## config.mk

```make
export PLATFORM = sky130hd
export DESIGN_NAME = calc_op_sequencer_flat
export DESIGN_NICKNAME = d
export VERILOG_FILES = /design/src/rtl/calc_op_sequencer_pkg.sv /design/src/rtl/calc_op_sequencer_if.sv /design/src/rtl/calc_op_sequencer_bin_to_bcd_seq.sv /design/src/rtl/calc_op_sequencer.sv /design/src/flat_wrapper.sv
export SDC_FILE = /design/constraint.sdc
export NUM_CORES = 1
export LEC_CHECK = 0
export CORE_MARGIN = 10
export CORE_UTILIZATION = 25
export CTS_CLUSTER_SIZE = 12
export DETAILED_ROUTE_END_ITERATION = 10
export SLEW_MARGIN = 20
export SYNTH_ARGS = -nofsm -noshare
export SYNTH_HDL_FRONTEND = slang
export SYNTH_SLANG_ARGS = --single-unit
```

## constraint.sdc

```tcl
create_clock -name clk -period 3.2 [get_ports clk]
set_input_delay 0.64 -clock clk [delete_from_list [all_inputs] [get_ports clk]]
set_output_delay 0.64 -clock clk [all_outputs]
set_load 0.05 [all_outputs]
```

## src/rtl/calc_op_sequencer_pkg.sv

```systemverilog
// Shared constants, key indices, opcode/state encodings and small helpers
// for the keypad calculator sequencer.
package calc_pkg;

  localparam int KEY_W     = 9;
  localparam int RES_W     = 14;
  localparam int CONV_ITER = 14;
  localparam int OPND_W    = 7;

  localparam int KEY_MODE = 0;
  localparam int KEY_DIV  = 1;
  localparam int KEY_MUL  = 2;
  localparam int KEY_SUB  = 3;
  localparam int KEY_ADD  = 4;
  localparam int KEY_INC1 = 5;
  localparam int KEY_INC2 = 6;
  localparam int KEY_INC3 = 7;
  localparam int KEY_INC4 = 8;

  typedef enum logic [1:0] {OP_ADD, OP_SUB, OP_MUL, OP_DIV} op_e;

  typedef enum logic [2:0] {ST_IDLE, ST_LOAD, ST_EXEC, ST_CONV, ST_DONE} state_e;

  function automatic logic is_onehot(input logic [KEY_W-1:0] k);
    return (k != '0) && ((k & (k - KEY_W'(1))) == '0);
  endfunction

  // tens*10 + ones as tens*8 + tens*2 + ones, keeping a multiplier out of the path
  function automatic logic [OPND_W-1:0] bcd2_to_bin(input logic [3:0] tens,
                                                     input logic [3:0] ones);
    return {tens, 3'b000} + {2'b00, tens, 1'b0} + {3'b000, ones};
  endfunction

  function automatic logic [3:0] inc_digit(input logic [3:0] d);
    return (d >= 4'd9) ? 4'd0 : d + 4'd1;
  endfunction

  function automatic op_e key_to_op(input logic [KEY_W-1:0] k);
    if (k[KEY_SUB])      return OP_SUB;
    else if (k[KEY_MUL]) return OP_MUL;
    else if (k[KEY_DIV]) return OP_DIV;
    else                 return OP_ADD;
  endfunction

endpackage

```

## src/rtl/calc_op_sequencer_if.sv

```systemverilog
// Keypad-to-sequencer and sequencer-to-display signal bundle.
interface calc_op_sequencer_if;
  import calc_pkg::*;

  logic [KEY_W-1:0] key;
  logic [3:0]       num1, num2, num3, num4;
  logic [3:0]       res3, res2, res1, res0;
  logic             neg;
  logic             err;
  logic             mode;
  logic             busy;
  logic             res_valid;

  modport master (
    output key,
    input  num1, num2, num3, num4, res3, res2, res1, res0,
    input  neg, err, mode, busy, res_valid
  );

  modport slave (
    input  key,
    output num1, num2, num3, num4, res3, res2, res1, res0,
    output neg, err, mode, busy, res_valid
  );
endinterface

```

## src/rtl/calc_op_sequencer_bin_to_bcd_seq.sv

```systemverilog
// Iterative double-dabble converter: start performs the first shift on bin,
// done pulses once all CONV_ITER shifts have been applied.
module bin_to_bcd_seq
  import calc_pkg::*;
(
  input  logic             clk,
  input  logic             rst,
  input  logic             start,
  input  logic [RES_W-1:0] bin,
  output logic             done,
  output logic [3:0]       bcd3,
  output logic [3:0]       bcd2,
  output logic [3:0]       bcd1,
  output logic [3:0]       bcd0
);

  logic [15:0]      bcd_q, bcd_src, bcd_adj;
  logic [RES_W-1:0] sh_q, sh_src;
  logic [3:0]       cnt_q;

  always_comb begin
    bcd_src = start ? '0 : bcd_q;
    sh_src  = start ? bin : sh_q;
    bcd_adj = bcd_src;
    for (int i = 0; i < 4; i++) begin
      if (bcd_src[i*4 +: 4] >= 4'd5)
        bcd_adj[i*4 +: 4] = bcd_src[i*4 +: 4] + 4'd3;
    end
  end

  always_ff @(posedge clk) begin
    if (rst) begin
      bcd_q <= '0;
      sh_q  <= '0;
      cnt_q <= '0;
      done  <= 1'b0;
    end else if (start) begin
      bcd_q <= (bcd_adj << 1) | {15'd0, sh_src[RES_W-1]};
      sh_q  <= sh_src << 1;
      cnt_q <= 4'(CONV_ITER - 1);
      done  <= 1'b0;
    end else if (cnt_q != '0) begin
      bcd_q <= (bcd_adj << 1) | {15'd0, sh_src[RES_W-1]};
      sh_q  <= sh_src << 1;
      cnt_q <= cnt_q - 4'd1;
      done  <= (cnt_q == 4'd1);
    end else begin
      done  <= 1'b0;
    end
  end

  assign bcd3 = bcd_q[15:12];
  assign bcd2 = bcd_q[11:8];
  assign bcd1 = bcd_q[7:4];
  assign bcd0 = bcd_q[3:0];

endmodule

```

## src/rtl/calc_op_sequencer.sv

```systemverilog
// Keypad calculator sequencer: operand entry, iterative add/sub/mul/div and
// BCD conversion of the result for the display multiplexer.
//
//   state | meaning
//   IDLE  | accept one-hot keys: digit increment, mode toggle, op start
//   LOAD  | build 7-bit operands from entry digits; divide-by-zero exits here
//   EXEC  | add/sub 1 cycle, mul/div 7 iterations
//   CONV  | double dabble on the result magnitude
//   DONE  | res_valid pulse, result already on the outputs
module calc_op_sequencer
  import calc_pkg::*;
(
  input  logic                clk,
  input  logic                rst,
  calc_op_sequencer_if.slave  bus
);

  state_e            state_q, state_d;
  op_e               op_q;
  logic [3:0]        num1_q, num2_q, num3_q, num4_q;
  logic [15:0]       res_q;
  logic              neg_q, err_q, mode_q, neg_pend_q;
  logic [OPND_W-1:0] a_q, b_q, mplier_q, quo_q, rem_q;
  logic [RES_W-1:0]  acc_q, mcand_q;
  logic [2:0]        cnt_q;

  logic              key_ok, op_key, div_zero, exec_last, conv_start, conv_done;
  logic [OPND_W-1:0] a_load, b_load, sub_mag, quo_next, rem_next;
  logic [7:0]        rem_sh, rem_diff;
  logic [RES_W-1:0]  mul_next, exec_res;
  logic [3:0]        cd3, cd2, cd1, cd0;

  always_comb begin
    key_ok   = (state_q == ST_IDLE) && is_onehot(bus.key);
    op_key   = key_ok && (bus.key[KEY_ADD:KEY_DIV] != '0);
    a_load   = bcd2_to_bin(num1_q, num2_q);
    b_load   = bcd2_to_bin(num3_q, num4_q);
    div_zero = (op_q == OP_DIV) && (b_load == '0);

    sub_mag  = (a_q >= b_q) ? a_q - b_q : b_q - a_q;
    mul_next = acc_q + (mplier_q[0] ? mcand_q : '0);
    // partial remainder stays below B, so bit 7 of the difference is the borrow
    rem_sh   = {rem_q, quo_q[OPND_W-1]};
    rem_diff = rem_sh - {1'b0, b_q};
    rem_next = rem_diff[7] ? rem_sh[6:0] : rem_diff[6:0];
    quo_next = {quo_q[5:0], ~rem_diff[7]};

    exec_last = (op_q == OP_ADD) || (op_q == OP_SUB) || (cnt_q == 3'd6);
    exec_res  = '0;
    case (op_q)
      OP_ADD:  exec_res = {7'd0, a_q} + {7'd0, b_q};
      OP_SUB:  exec_res = {7'd0, sub_mag};
      OP_MUL:  exec_res = mul_next;
      OP_DIV:  exec_res = {7'd0, quo_next};
      default: exec_res = '0;
    endcase
    // converter starts on the last EXEC cycle so its final digits land as CONV ends
    conv_start = (state_q == ST_EXEC) && exec_last;

    state_d = state_q;
    case (state_q)
      ST_IDLE: if (op_key) state_d = ST_LOAD;
      ST_LOAD: state_d = div_zero ? ST_DONE : ST_EXEC;
      ST_EXEC: if (exec_last) state_d = ST_CONV;
      ST_CONV: if (conv_done) state_d = ST_DONE;
      ST_DONE: state_d = ST_IDLE;
      default: state_d = ST_IDLE;
    endcase
  end

  always_ff @(posedge clk) begin
    if (rst) state_q <= ST_IDLE;
    else     state_q <= state_d;
  end

  always_ff @(posedge clk) begin
    if (rst) begin
      op_q       <= OP_ADD;
      num1_q     <= '0;
      num2_q     <= '0;
      num3_q     <= '0;
      num4_q     <= '0;
      res_q      <= '0;
      neg_q      <= 1'b0;
      err_q      <= 1'b0;
      mode_q     <= 1'b1;
      neg_pend_q <= 1'b0;
      a_q        <= '0;
      b_q        <= '0;
      mplier_q   <= '0;
      quo_q      <= '0;
      rem_q      <= '0;
      acc_q      <= '0;
      mcand_q    <= '0;
      cnt_q      <= '0;
    end else begin
      case (state_q)
        ST_IDLE: if (key_ok) begin
          if (bus.key[KEY_MODE]) mode_q <= ~mode_q;
          if (mode_q) begin
            if (bus.key[KEY_INC1]) num1_q <= inc_digit(num1_q);
            if (bus.key[KEY_INC2]) num2_q <= inc_digit(num2_q);
            if (bus.key[KEY_INC3]) num3_q <= inc_digit(num3_q);
            if (bus.key[KEY_INC4]) num4_q <= inc_digit(num4_q);
          end
          if (op_key) begin
            op_q  <= key_to_op(bus.key);
            neg_q <= 1'b0;
            err_q <= 1'b0;
          end
        end
        ST_LOAD: begin
          a_q        <= a_load;
          b_q        <= b_load;
          mplier_q   <= b_load;
          mcand_q    <= {7'd0, a_load};
          acc_q      <= '0;
          quo_q      <= a_load;
          rem_q      <= '0;
          cnt_q      <= '0;
          neg_pend_q <= 1'b0;
          if (div_zero) begin
            res_q  <= '0;
            err_q  <= 1'b1;
            mode_q <= 1'b0;
          end
        end
        ST_EXEC: begin
          cnt_q      <= cnt_q + 3'd1;
          acc_q      <= mul_next;
          mcand_q    <= mcand_q << 1;
          mplier_q   <= mplier_q >> 1;
          quo_q      <= quo_next;
          rem_q      <= rem_next;
          neg_pend_q <= (op_q == OP_SUB) && (a_q < b_q);
        end
        ST_CONV: if (conv_done) begin
          res_q  <= {cd3, cd2, cd1, cd0};
          neg_q  <= neg_pend_q;
          mode_q <= 1'b0;
        end
        default: ;
      endcase
    end
  end

  bin_to_bcd_seq u_conv (
    .clk   (clk),
    .rst   (rst),
    .start (conv_start),
    .bin   (exec_res),
    .done  (conv_done),
    .bcd3  (cd3),
    .bcd2  (cd2),
    .bcd1  (cd1),
    .bcd0  (cd0)
  );

  assign bus.num1      = num1_q;
  assign bus.num2      = num2_q;
  assign bus.num3      = num3_q;
  assign bus.num4      = num4_q;
  assign bus.res3      = res_q[15:12];
  assign bus.res2      = res_q[11:8];
  assign bus.res1      = res_q[7:4];
  assign bus.res0      = res_q[3:0];
  assign bus.neg       = neg_q;
  assign bus.err       = err_q;
  assign bus.mode      = mode_q;
  assign bus.busy      = (state_q != ST_IDLE);
  assign bus.res_valid = (state_q == ST_DONE);

endmodule

```

## src/flat_wrapper.sv

```systemverilog
// flat-port wrapper written by rule: the top's interface ports become plain ports
module calc_op_sequencer_flat import calc_pkg::*;
  (clk, rst, bus_key, bus_num1, bus_num2, bus_num3, bus_num4, bus_res3, bus_res2, bus_res1, bus_res0, bus_neg, bus_err, bus_mode, bus_busy, bus_res_valid);
  calc_op_sequencer_if bus_i ();
  input  logic clk;
  input  logic rst;
  input wire logic [$bits(bus_i.key)-1:0] bus_key;
  output wire logic [$bits(bus_i.num1)-1:0] bus_num1;
  output wire logic [$bits(bus_i.num2)-1:0] bus_num2;
  output wire logic [$bits(bus_i.num3)-1:0] bus_num3;
  output wire logic [$bits(bus_i.num4)-1:0] bus_num4;
  output wire logic [$bits(bus_i.res3)-1:0] bus_res3;
  output wire logic [$bits(bus_i.res2)-1:0] bus_res2;
  output wire logic [$bits(bus_i.res1)-1:0] bus_res1;
  output wire logic [$bits(bus_i.res0)-1:0] bus_res0;
  output wire logic [$bits(bus_i.neg)-1:0] bus_neg;
  output wire logic [$bits(bus_i.err)-1:0] bus_err;
  output wire logic [$bits(bus_i.mode)-1:0] bus_mode;
  output wire logic [$bits(bus_i.busy)-1:0] bus_busy;
  output wire logic [$bits(bus_i.res_valid)-1:0] bus_res_valid;
  assign bus_i.key = bus_key;
  assign bus_num1 = bus_i.num1;
  assign bus_num2 = bus_i.num2;
  assign bus_num3 = bus_i.num3;
  assign bus_num4 = bus_i.num4;
  assign bus_res3 = bus_i.res3;
  assign bus_res2 = bus_i.res2;
  assign bus_res1 = bus_i.res1;
  assign bus_res0 = bus_i.res0;
  assign bus_neg = bus_i.neg;
  assign bus_err = bus_i.err;
  assign bus_mode = bus_i.mode;
  assign bus_busy = bus_i.busy;
  assign bus_res_valid = bus_i.res_valid;
  calc_op_sequencer u_core (.clk(clk), .rst(rst), .bus(bus_i));
endmodule
```

* Word level (Yosys, flattened, before mapping)
Index checks and enable logic that the tools add are counted.
** Word-level totals
- Bits in registers :: 141
- Bits in latches :: 0
- RAM bits :: 0
- ROM bits :: 0
- Bits of input ports :: 11
- Output and inout port bits :: 37
- Memories :: 0
** Cells by class
- Add/sub/neg operators :: 20
- Multiply operators :: 0
- Div/mod/pow operators :: 0
- Magnitude comparators :: 10
- Eq/ne operators :: 15
- Shift-type cells :: 0
- Mux-type cells :: 49
- Bitwise operators :: 5
- Reductions and logical operators :: 34
** Operators with widths (count)
- 2-to-1 mux 16 bit :: 5
- 2-to-1 mux 14 bit :: 4
- case mux 14 bit (2 select lines) :: 2
- case mux 14 bit (4 select lines) :: 1
- case mux 7 bit (2 select lines) :: 3
- 2-to-1 mux 4 bit :: 9
- case mux 16 bit (2 select lines) :: 1
- AND reduction 4 bit :: 6
- adder 4 x 1 -> 4 bit (second input constant) :: 4
- >= comparator 4 x 3 -> 1 bit (second input constant) :: 4
- >= comparator 4 bit (second input constant) :: 4
- OR 16 x 1 -> 16 bit :: 1
- 2-to-1 mux 3 bit :: 5
- adder 14 bit :: 1
- adder 7 x 4 -> 7 bit :: 2
- adder 7 x 5 -> 7 bit :: 2
- 2-to-1 mux 7 bit :: 2
- subtractor 7 bit :: 2
- adder 4 x 2 -> 4 bit (second input constant) :: 3
- case mux 3 bit (4 select lines) :: 1
- nonzero test 2 bit :: 5
- bitwise AND 9 bit :: 1
- zero test 9 bit :: 1
- AND reduction 3 bit :: 3
- 33 further kinds :: 61

* Logic depth before layout (Yosys ltp)
Gate-level depths: netlist of the first run.
- Word-level depth :: 10
- Mapped depth :: 15

* By module
A second synthesis of the first run with hierarchy kept.
** Second synthesis, totals
- Cell total of the unflattened synthesis :: 1055
- Area, all modules :: 8570.7 µm²
** Modules (own cells, without submodules)
- calc_op_sequencer :: times used 1, cells an instance 832, area each 6762.7 µm²
- bin_to_bcd_seq :: times used 1, cells an instance 223, area each 1808.0 µm²

* Least setup slack after synthesis of the first run
OpenSTA, ideal clock, no wires.
- Kind :: register to register
- Start :: register u_core.num3_q[0], in the netlist u_core.bus.num3[0]
- End :: register u_core.res_q[10]
- Arrival time :: 3.544 ns
- Path slack :: -0.461 ns
- Cell stages (with the launch flop) :: 11
- Path buffers :: 1
- Period minus slack after synthesis :: 3.661 ns
- Cell sequence :: dfxtp_1 > inv_1 > fa_1 > fa_1 > or4b_2 > nor3_1 > o211ai_1 > nor2_1 > nor3_1 > clkbuf_1 > a22o_1
** Between the ends
- Longest elaborated chain between the ends :: 6
** Ends and longest elaborated chain
- from (decl) :: line calc_op_sequencer.sv:20 : logic [3:0] num1_q, num2_q, num3_q, num4_q;
- from (signal assigned) :: line calc_op_sequencer.sv:103 : if (bus.key[KEY_INC3]) num3_q <= inc_digit(num3_q);
- adder 7 x 5 -> 7 bit :: line calc_op_sequencer_pkg.sv:31 : return {tens, 3'b000} + {2'b00, tens, 1'b0} + {3'b000, ones};
- adder 7 x 4 -> 7 bit :: line calc_op_sequencer_pkg.sv:31
- zero test 7 bit :: line calc_op_sequencer.sv:38 : div_zero = (op_q == OP_DIV) && (b_load == '0);
- logical AND 1 bit :: line calc_op_sequencer.sv:38
- != test 2 x 1 -> 1 bit (no source line)
- AND reduction 3 bit (no source line)
- to (signal assigned) :: line calc_op_sequencer.sv:138 : res_q <= {cd3, cd2, cd1, cd0};
- to (decl) :: line calc_op_sequencer.sv:21 : logic [15:0] res_q;
No other way between the ends.
A chain may end at the register's enable or synchronous reset.

* Worst setup path after layout of the first run
- Start :: register u_core.num3_q[0], in the netlist u_core.bus.num3[0]
- End :: register u_core.res_q[4]
The elaborated chain is that of the path after synthesis.

==> results of run 1 <==
## metal layers
layer	routed length (µm)	global-route usage [%]
met1	10550	13.82
met2	8831	14.92
met3	1237	3.110
met4	242	3.118
met5	0	0
## worst min-delay path, cell delays in order (launching register included)
cell     delay, ns
dfxtp_1       0.31
nand2_1       0.05
a21oi_1       0.05
## sequential cells by signal, summed over array words and instances (netlist names), 7 cells and up
signal and flops:
u_core.u_conv.bcd_q 16, u_core.mcand_q 14, u_core.acc_q 14, u_core.quo_q 7
u_core.b_q 7, u_core.rem_q 7, u_core.mplier_q 7, u_core.res_q 16
u_core.a_q 7, u_core.u_conv.sh_q 13
## worst min-delay path by stage
| stage | endpoint | slack (ns) | cells past startpoint |
|---|---|---|---|
| after floorplan | u_core.acc_q[8]$_SDFFE_PP0P_ | 0.43 | 2 |
| after global routing | u_core.mplier_q[6]$_SDFFE_PP0P_ | 0.48 | 2 |
| after detailed placement | u_core.mplier_q[6]$_SDFFE_PP0P_ | 0.45 | 2 |
| after CTS | u_core.mplier_q[6]$_SDFFE_PP0P_ | 0.46 | 2 |
| final | u_core.mplier_q[6]$_SDFFE_PP0P_ | 0.46 | 2 |
| after global placement | u_core.mplier_q[6]$_SDFFE_PP0P_ | 0.45 | 2 |
## per-stage QoR
step	instances	utilization (%)	total power [mW]	setup slack, ns	instance area (µm²)
5_1_grt	1503	30.26	5.247	-0.002172	10100
6_report	1503	30.26	4.994	0.1626	10100
3_5_place_dp	1472	28.39	2.953	-0.1674	9473
3_3_place_gp	1472	28.39	2.935	-0.09863	9473
4_1_cts	1503	30.25	5.042	0.1180	10090
2_1_floorplan	1000	-	2.687	0.1392	8431
## cells by family after synthesis
group,Yosys count
xor+xnor,40
mux,32
fa+ha+maj,88
buf+inv,108
simple gates,324
compound gates,267
flops,141
## power by group through the flow
| stage | Combinational (mW) | Sequential, mW | Clock (mW) |
|---|---|---|---|
| finish | 0.962 | 1.96 | 2.07 |
| global route | 1.07 | 1.97 | 2.21 |
| CTS | 0.961 | 1.96 | 2.12 |
| detailed placement | 0.958 | 1.99 | 0 |
| global placement | 0.939 | 2.00 | 0 |
| floorplan | 0.723 | 1.96 | 0 |
## cells in the mapped netlist, drive strengths merged, types with 4 or more instances
cell type | n | share of area [%]
a22o | 20 | 2.1
inv | 57 | 2.5
a21oi | 79 | 4.8
nor2 | 107 | 4.8
clkbuf | 40 | 1.8
nand4 | 6 | 0.45
ha | 78 | 12
a41oi | 4 | 0.42
mux2i | 27 | 3.2
or3 | 11 | 0.82
mux2 | 5 | 0.67
nand3 | 17 | 1.0
and2 | 18 | 1.3
and3 | 9 | 0.73
buf | 11 | 0.80
fa | 9 | 2.1
nand2b | 9 | 0.67
o21ai | 38 | 2.3
a22oi | 20 | 1.8
a221oi | 11 | 1.1
nor3 | 19 | 1.3
xnor2 | 24 | 2.5
a31o | 8 | 0.94
nor2b | 9 | 0.67
nand2 | 102 | 4.6
xor2 | 16 | 1.7
o21a | 7 | 0.63
dfxtp | 141 | 34
a211oi | 12 | 1.1
o22ai | 7 | 0.52
a311oi | 4 | 0.42
a21o | 12 | 1.1
o31ai | 4 | 0.42
nor4 | 5 | 0.37
a31oi | 15 | 1.2
o211ai | 4 | 0.36
## cell type report
| type | instances | share of cell area [%] |
|---|---|---|
| Clock buffer | 20 | 4.424 |
| Timing Repair Buffer | 75 | 6.816 |
| Sequential cell | 141 | 28.11 |
| Inverter | 57 | 2.119 |
| Tap cell | 448 | 5.552 |
| Multi-Input combinational cell | 751 | 51.32 |
| Clock inverter | 11 | 1.661 |
## timing repair
item | CTS | global route
resized for setup | 1 | 1
setup endpoints to repair | 16 | 16
hold buffers | 0 | 0
pin swaps | 0 | 1
==> impl_metrics.csv, run 1 <==
group,metric,value,unit
cells_and_area,diodes,0,
timing,setup_violations,0,
clocking,cts_root_buffer,"clkbuf_16",
clocking,post_cts_buffers,0,
worst_setup_path,crit_start,"u_core.bus.num3[0]$_SDFFE_PP0P_",
drt,first_iter_violations,499,
worst_setup_path,cp_max_fo,16,
placed_design,io_buffer_count,47,
worst_setup_path,cp.required,3.51,ns
worst_setup_path,crit_slowest_cell,"fa_1",
logic_synthesis,synth_top_family_by_area,"compound AO/OA/AOI/OAI gates",
floorplan,initial_core_util,25.17,%
logic_synthesis,ys_seq_area_share,33.61,%
floorplan,io_pins,48,
worst_setup_path,endpoint,"u_core.res_q[4]$_SDFFE_PP0P_",
worst_setup_path,r2r_slack,0.16,ns
floorplan,dieHeight,203.3,µm
logic_synthesis,async_flop_share,0,%
worst_setup_path,critPathKind,"reg -> reg",
placed_design,dp_hpwl,15.67,mm
logic_synthesis,ys_types,70,
global_routing,track_usage,10.13,%
logic_synthesis,synthFlopType,"dfxtp_1",
clocking,numCtsBuffers,17,
worst_setup_path,rr_worst_depth,9,
drt,routed_wl,20.86,mm
timing,worstMarginPinSlew,0.8713,ns
worst_setup_path,worstPathArrival,3.34,ns
logic_synthesis,synth-edff-count,0,
clocking,ctsHtreeMaxLevel,4,
clocking,path_clk_slew,0.06,ns
worst_setup_path,path_depth,9,
clocking,clk_path_buf_depth,2,
power,peakVddDrop,429.8,µV
cells_and_area,nets,1141,
drt,dr.pass1.iters,5,
cells_and_area,drive_gt1_share,9.194,%
cells_and_area,syn_to_final_growth,20.22,%
worst_setup_path,cp-end-kind,"flop",
worst_setup_path,crit_family,"adder cells",
timing,whs,0.4570,ns
logic_synthesis,avgSynthCellArea,8.398,µm²
worst_setup_path,cp_common_cell,"fa_1",
global_routing,grt_max_degree,37,
cells_and_area,layout_commonest_cell,"dfxtp_1",
timing,fin_setup_tns,0,ns
timing,finalCritPeriodShare,94.92,%
worst_setup_path,worst-path-buf-inv,1,
placed_design,gp_congestion,0.8469,
logic_synthesis,yosysWarnings,0,
timing,finalClockSkew,0.01744,ns
global_routing,grt_pass1_wl,34.47,mm
power,seqPwrFrac,39.2,%
timing,period_needed,3.037,ns
timing,relSlewSlack,41.85,%
floorplan,rows,67,
flow_run,maxCapViolCount,0,
drt,vias_per_cell,4.721,
drt,drc_errors,0,
worst_setup_path,regToRegStartpoint,"u_core.bus.num3[0]$_SDFFE_PP0P_",
cells_and_area,regArea,0.002838,mm²
worst_hold_path,hp-class,"reg -> reg",
floorplan,coreArea,0.03336,mm²
cells_and_area,num-fill-cells,3628,
power,p_clk_share,41.5,%
worst_setup_path,slowest_delay,0.53,ns
clocking,clk_latency,0.43,ns
drt,vias,7095,
drt,wire_per_inst,13.88,µm
logic_synthesis,synth-simple-area-share,17.88,%
global_routing,first_global_vias,6787,
timing,slew_violations,0,
clocking,cts.sinks,141,
logic_synthesis,synth_fp_nets,1098,
worst_hold_path,hp-start,"u_core.mplier_q[6]$_SDFFE_PP0P_",
cells_and_area,final_cell_mix,"dfxtp_1 (135), nor2_1 (105), nand2_1 (102), a21oi_1 (78), ha_1 (78)",
logic_synthesis,muxShareOfSynthArea,3.889,%
power,p_sw,1.483,mW
timing,hold_violations,0,
power,power_frac_comb,19.3,%
power,switching_share,29.69,%
logic_synthesis,syn_area,0.008398,mm²
power,cellPowerDensity,494.7,mW/mm²
worst_setup_path,timing.rr.end,"u_core.res_q[4]$_SDFFE_PP0P_",
logic_synthesis,synth_compound_area_share,21.42,%
drt,drtAntennaViolNets,0,
global_routing,antenna_found_initial,0,
floorplan,die_area,0.04132,mm²
worst_setup_path,worstPathCellList,"inv_2 > fa_1 > fa_1 > or4b_4 > nor3_2 > o211ai_1 > nor2_2 > nor3_4 > a22o_1",
power,cell_internal_pwr,3.511,mW
worst_setup_path,start_kind,"flop",
run_status,status,"complete, no violations",
logic_synthesis,synthAdderAreaFrac,13.89,%
clocking,cts_tree,"done",
cells_and_area,multi_input_area,0.005181,mm²
floorplan,die_w,203.3,µm
timing,fmax,329.2,MHz
power,leakagePower,3.996,nW
logic_synthesis,synthCells,1000,
global_routing,grt_remaining_overflow,0,
logic_synthesis,ys_ff_latch,141,
logic_synthesis,synth-xor-area-share,4.172,%
Power figures use the tool's default switching activity.
==> run 2, diff against run 1 <==
==> constraint.sdc (replaced) <==
create_clock -name clk -period 2.8 [get_ports clk]
set_input_delay 0.56 -clock clk [delete_from_list [all_inputs] [get_ports clk]]
set_output_delay 0.56 -clock clk [all_outputs]
set_load 0.05 [all_outputs]
==> run 2 against run 1 <==
  * First-iteration DRC count is 16% lower
  * Core utilization is 0.79 points higher
  * The run now ends with setup timing left
  * Clock skew is 0.0042 ns lower
  * Non-clock buffer count is 40 higher
  * Hold slack worse by 0.0020 ns
  * Global-route usage is 0.40 points higher
  * Clock-buffer cell count is 2 lower
  * Maximum frequency is 7.3% higher
  * Setup slack worse by 0.19 ns
  * Critical endpoint is now u_core.res_q[8]$_SDFFE_PP0P_
  * Final area is 2.6% higher
  * Sequential share of layout area is 0.70 points lower
==> impl_metrics.csv, run 2 (synthesis gave the netlist of run 1 again) <==
group,metric,value,unit
run_status,status,"finished, violations left",
run_status,violations,"setup timing",
global_routing,use_met2,15.97,%
timing,finalWorstSetupSlack,-0.03206,ns
global_routing,track_usage,10.53,%
cells_and_area,regArea,0.002839,mm²
floorplan,die_area,0.04132,mm²
global_routing,use_met1,14.29,%
global_routing,grt_max_degree,47,
drt,vias,7310,
cells_and_area,drive_gt1_share,13.41,%
global_routing,grt_pass1_wl,36.07,mm
clocking,clk_path_buf_depth,2,
clocking,ctsHtreeMaxLevel,4,
timing,worstMarginPinSlew,0.6641,ns
timing,rsz0062_at_grt,"yes",
global_routing,grt_busiest_layer,"met2",
cells_and_area,nets,1181,
worst_setup_path,cp-end-kind,"flop",
timing,period_needed,2.832,ns
power,leakagePower,4.166,nW
clocking,cts_root_buffer,"clkbuf_16",
floorplan,rows,67,
clocking,hold_buffers,0,
cells_and_area,fin_cells,1544,
clocking,clk_latency,0.44,ns
placed_design,io_buffer_count,47,
floorplan,io_pins,48,
cells_and_area,fin_util,31.05,%
clocking,numCtsBuffers,17,
timing,slew_violations,0,
power,cellPowerDensity,530.1,mW/mm²
placed_design,dp.cells,1509,
global_routing,grt.met3_usage,2.903,%
timing,hold_violations,0,
drt,drc_errors,0,
global_routing,first_global_vias,7192,
placed_design,place_ws,-0.5448,ns
worst_setup_path,cp.required,3.12,ns
placed_design,gp_congestion,0.8381,
timing,relSlewSlack,55.68,%
floorplan,dieHeight,203.3,µm
worst_setup_path,start_kind,"flop",
clocking,cts.sinks,141,
drt,first_iter_violations,417,
cells_and_area,num-fill-cells,3594,
cells_and_area,diodes,0,
worst_setup_path,critPathKind,"reg -> reg",
drt,routed_wl,21.43,mm
cells_and_area,layout_commonest_cell,"dfxtp_1",
floorplan,die_w,203.3,µm
timing,fmax,353.1,MHz
timing,setup_violations,16,
drt,vias_per_cell,4.734,
timing,finalClockSkew,0.01326,ns
worst_setup_path,cp_max_fo,16,
cells_and_area,top_regs,"u_core.res_q (16), u_core.u_conv.bcd_q (16)",
worst_hold_path,hp-class,"in -> reg",
placed_design,dp_hpwl,16.11,mm
power,peakVddDrop,437.8,µV
floorplan,initial_core_util,25.17,%
flow_run,maxCapViolCount,0,
timing,whs,0.4550,ns
cells_and_area,multi_input_area,0.005207,mm²
clocking,cts_tree,"done",
global_routing,grt_remaining_overflow,0,
cells_and_area,syn_to_final_growth,23.35,%
drt,dr.pass1.iters,5,
clocking,path_clk_slew,0.06,ns
worst_setup_path,worstPathArrival,3.15,ns
floorplan,coreArea,0.03336,mm²
timing,fin_setup_tns,-0.4483,ns
drt,drtAntennaViolNets,0,
global_routing,antenna_found_initial,0,
drt,wire_per_inst,13.88,µm
timing,finalCritPeriodShare,101.1,%
cells_and_area,final_cell_mix,"dfxtp_1 (134), nor2_1 (103), nand2_1 (102), ha_1 (78), a21oi_1 (77)",
==> run 2: changes by cell type in the layout (fill, tap and decap cells not counted), sizes merged <==
cell	previous run	this run
inv	57	63
bufinv	4	0
clkinv	5	4
buf	29	69
clkbuf	20	18
clkinvlp	2	4
==> run 2: metal layers <==
metal | vias to the layer above | part of all wire [%]
met4 | 0 | 1.2
met3 | 18 | 4.8
met1 | 3446 | 51
met2 | 136 | 43
met5 | - | 0
li1 | 3710 | -
==> run 2: final timing paths <==
path                                   startpoint                               to  slack (ns)  cells past startpoint
setup / recovery  u_core.bus.num3[0]$_SDFFE_PP0P_     u_core.res_q[8]$_SDFFE_PP0P_       -0.03                     10
hold / removal                                rst     u_core.quo_q[2]$_SDFFE_PP0P_        0.46                      2
setup reg to reg  u_core.bus.num3[0]$_SDFFE_PP0P_     u_core.res_q[8]$_SDFFE_PP0P_       -0.03                     10
hold reg to reg   u_core.mplier_q[6]$_SDFFE_PP0P_  u_core.mplier_q[6]$_SDFFE_PP0P_        0.46                      2
==> run 2: final cells by class <==
type,count,share of cell area [%]
multi-input cells,751,50.27
flip-flops and latches,141,27.41
repair buffers,115,9.542
well taps,448,5.411
clock buffers,18,4.240
inverters,57,2.090
clock inverters,14,1.039
==> run 2: worst max-delay path: stages (launching register included) <==
cell and delay [ns]:
dfxtp_4 0.36, inv_4 0.03, fa_1 0.51, fa_1 0.51, or4b_4 0.46, nor3_2 0.11, o211ai_1 0.15, nor2_2 0.18
nor3_4 0.06, buf_12 0.15, a22o_1 0.20
==> run 2: stage by stage <==
step / area [µm²] / total power, mW
after floorplan: 8431 / 3.070
after global placement: 9738 / 3.393
after detailed placement: 9738 / 3.413
after CTS: 10330 / 5.526
after global routing: 10360 / 5.780
final: 10360 / 5.491
==> run 2: repair_timing <==
item / in CTS / in global routing
setup endpoints to repair: 17 / 24
setup buffers: 3 / 2
pin swaps: 10 / 1
resized for setup: 3 / 9
cloned: 0 / 0
==> run 2: report_power, final <==
part | internal, mW | switching, mW
clock network | 1.17 | 0.932
logic | 0.431 | 0.735
registers | 2.11 | 0.113
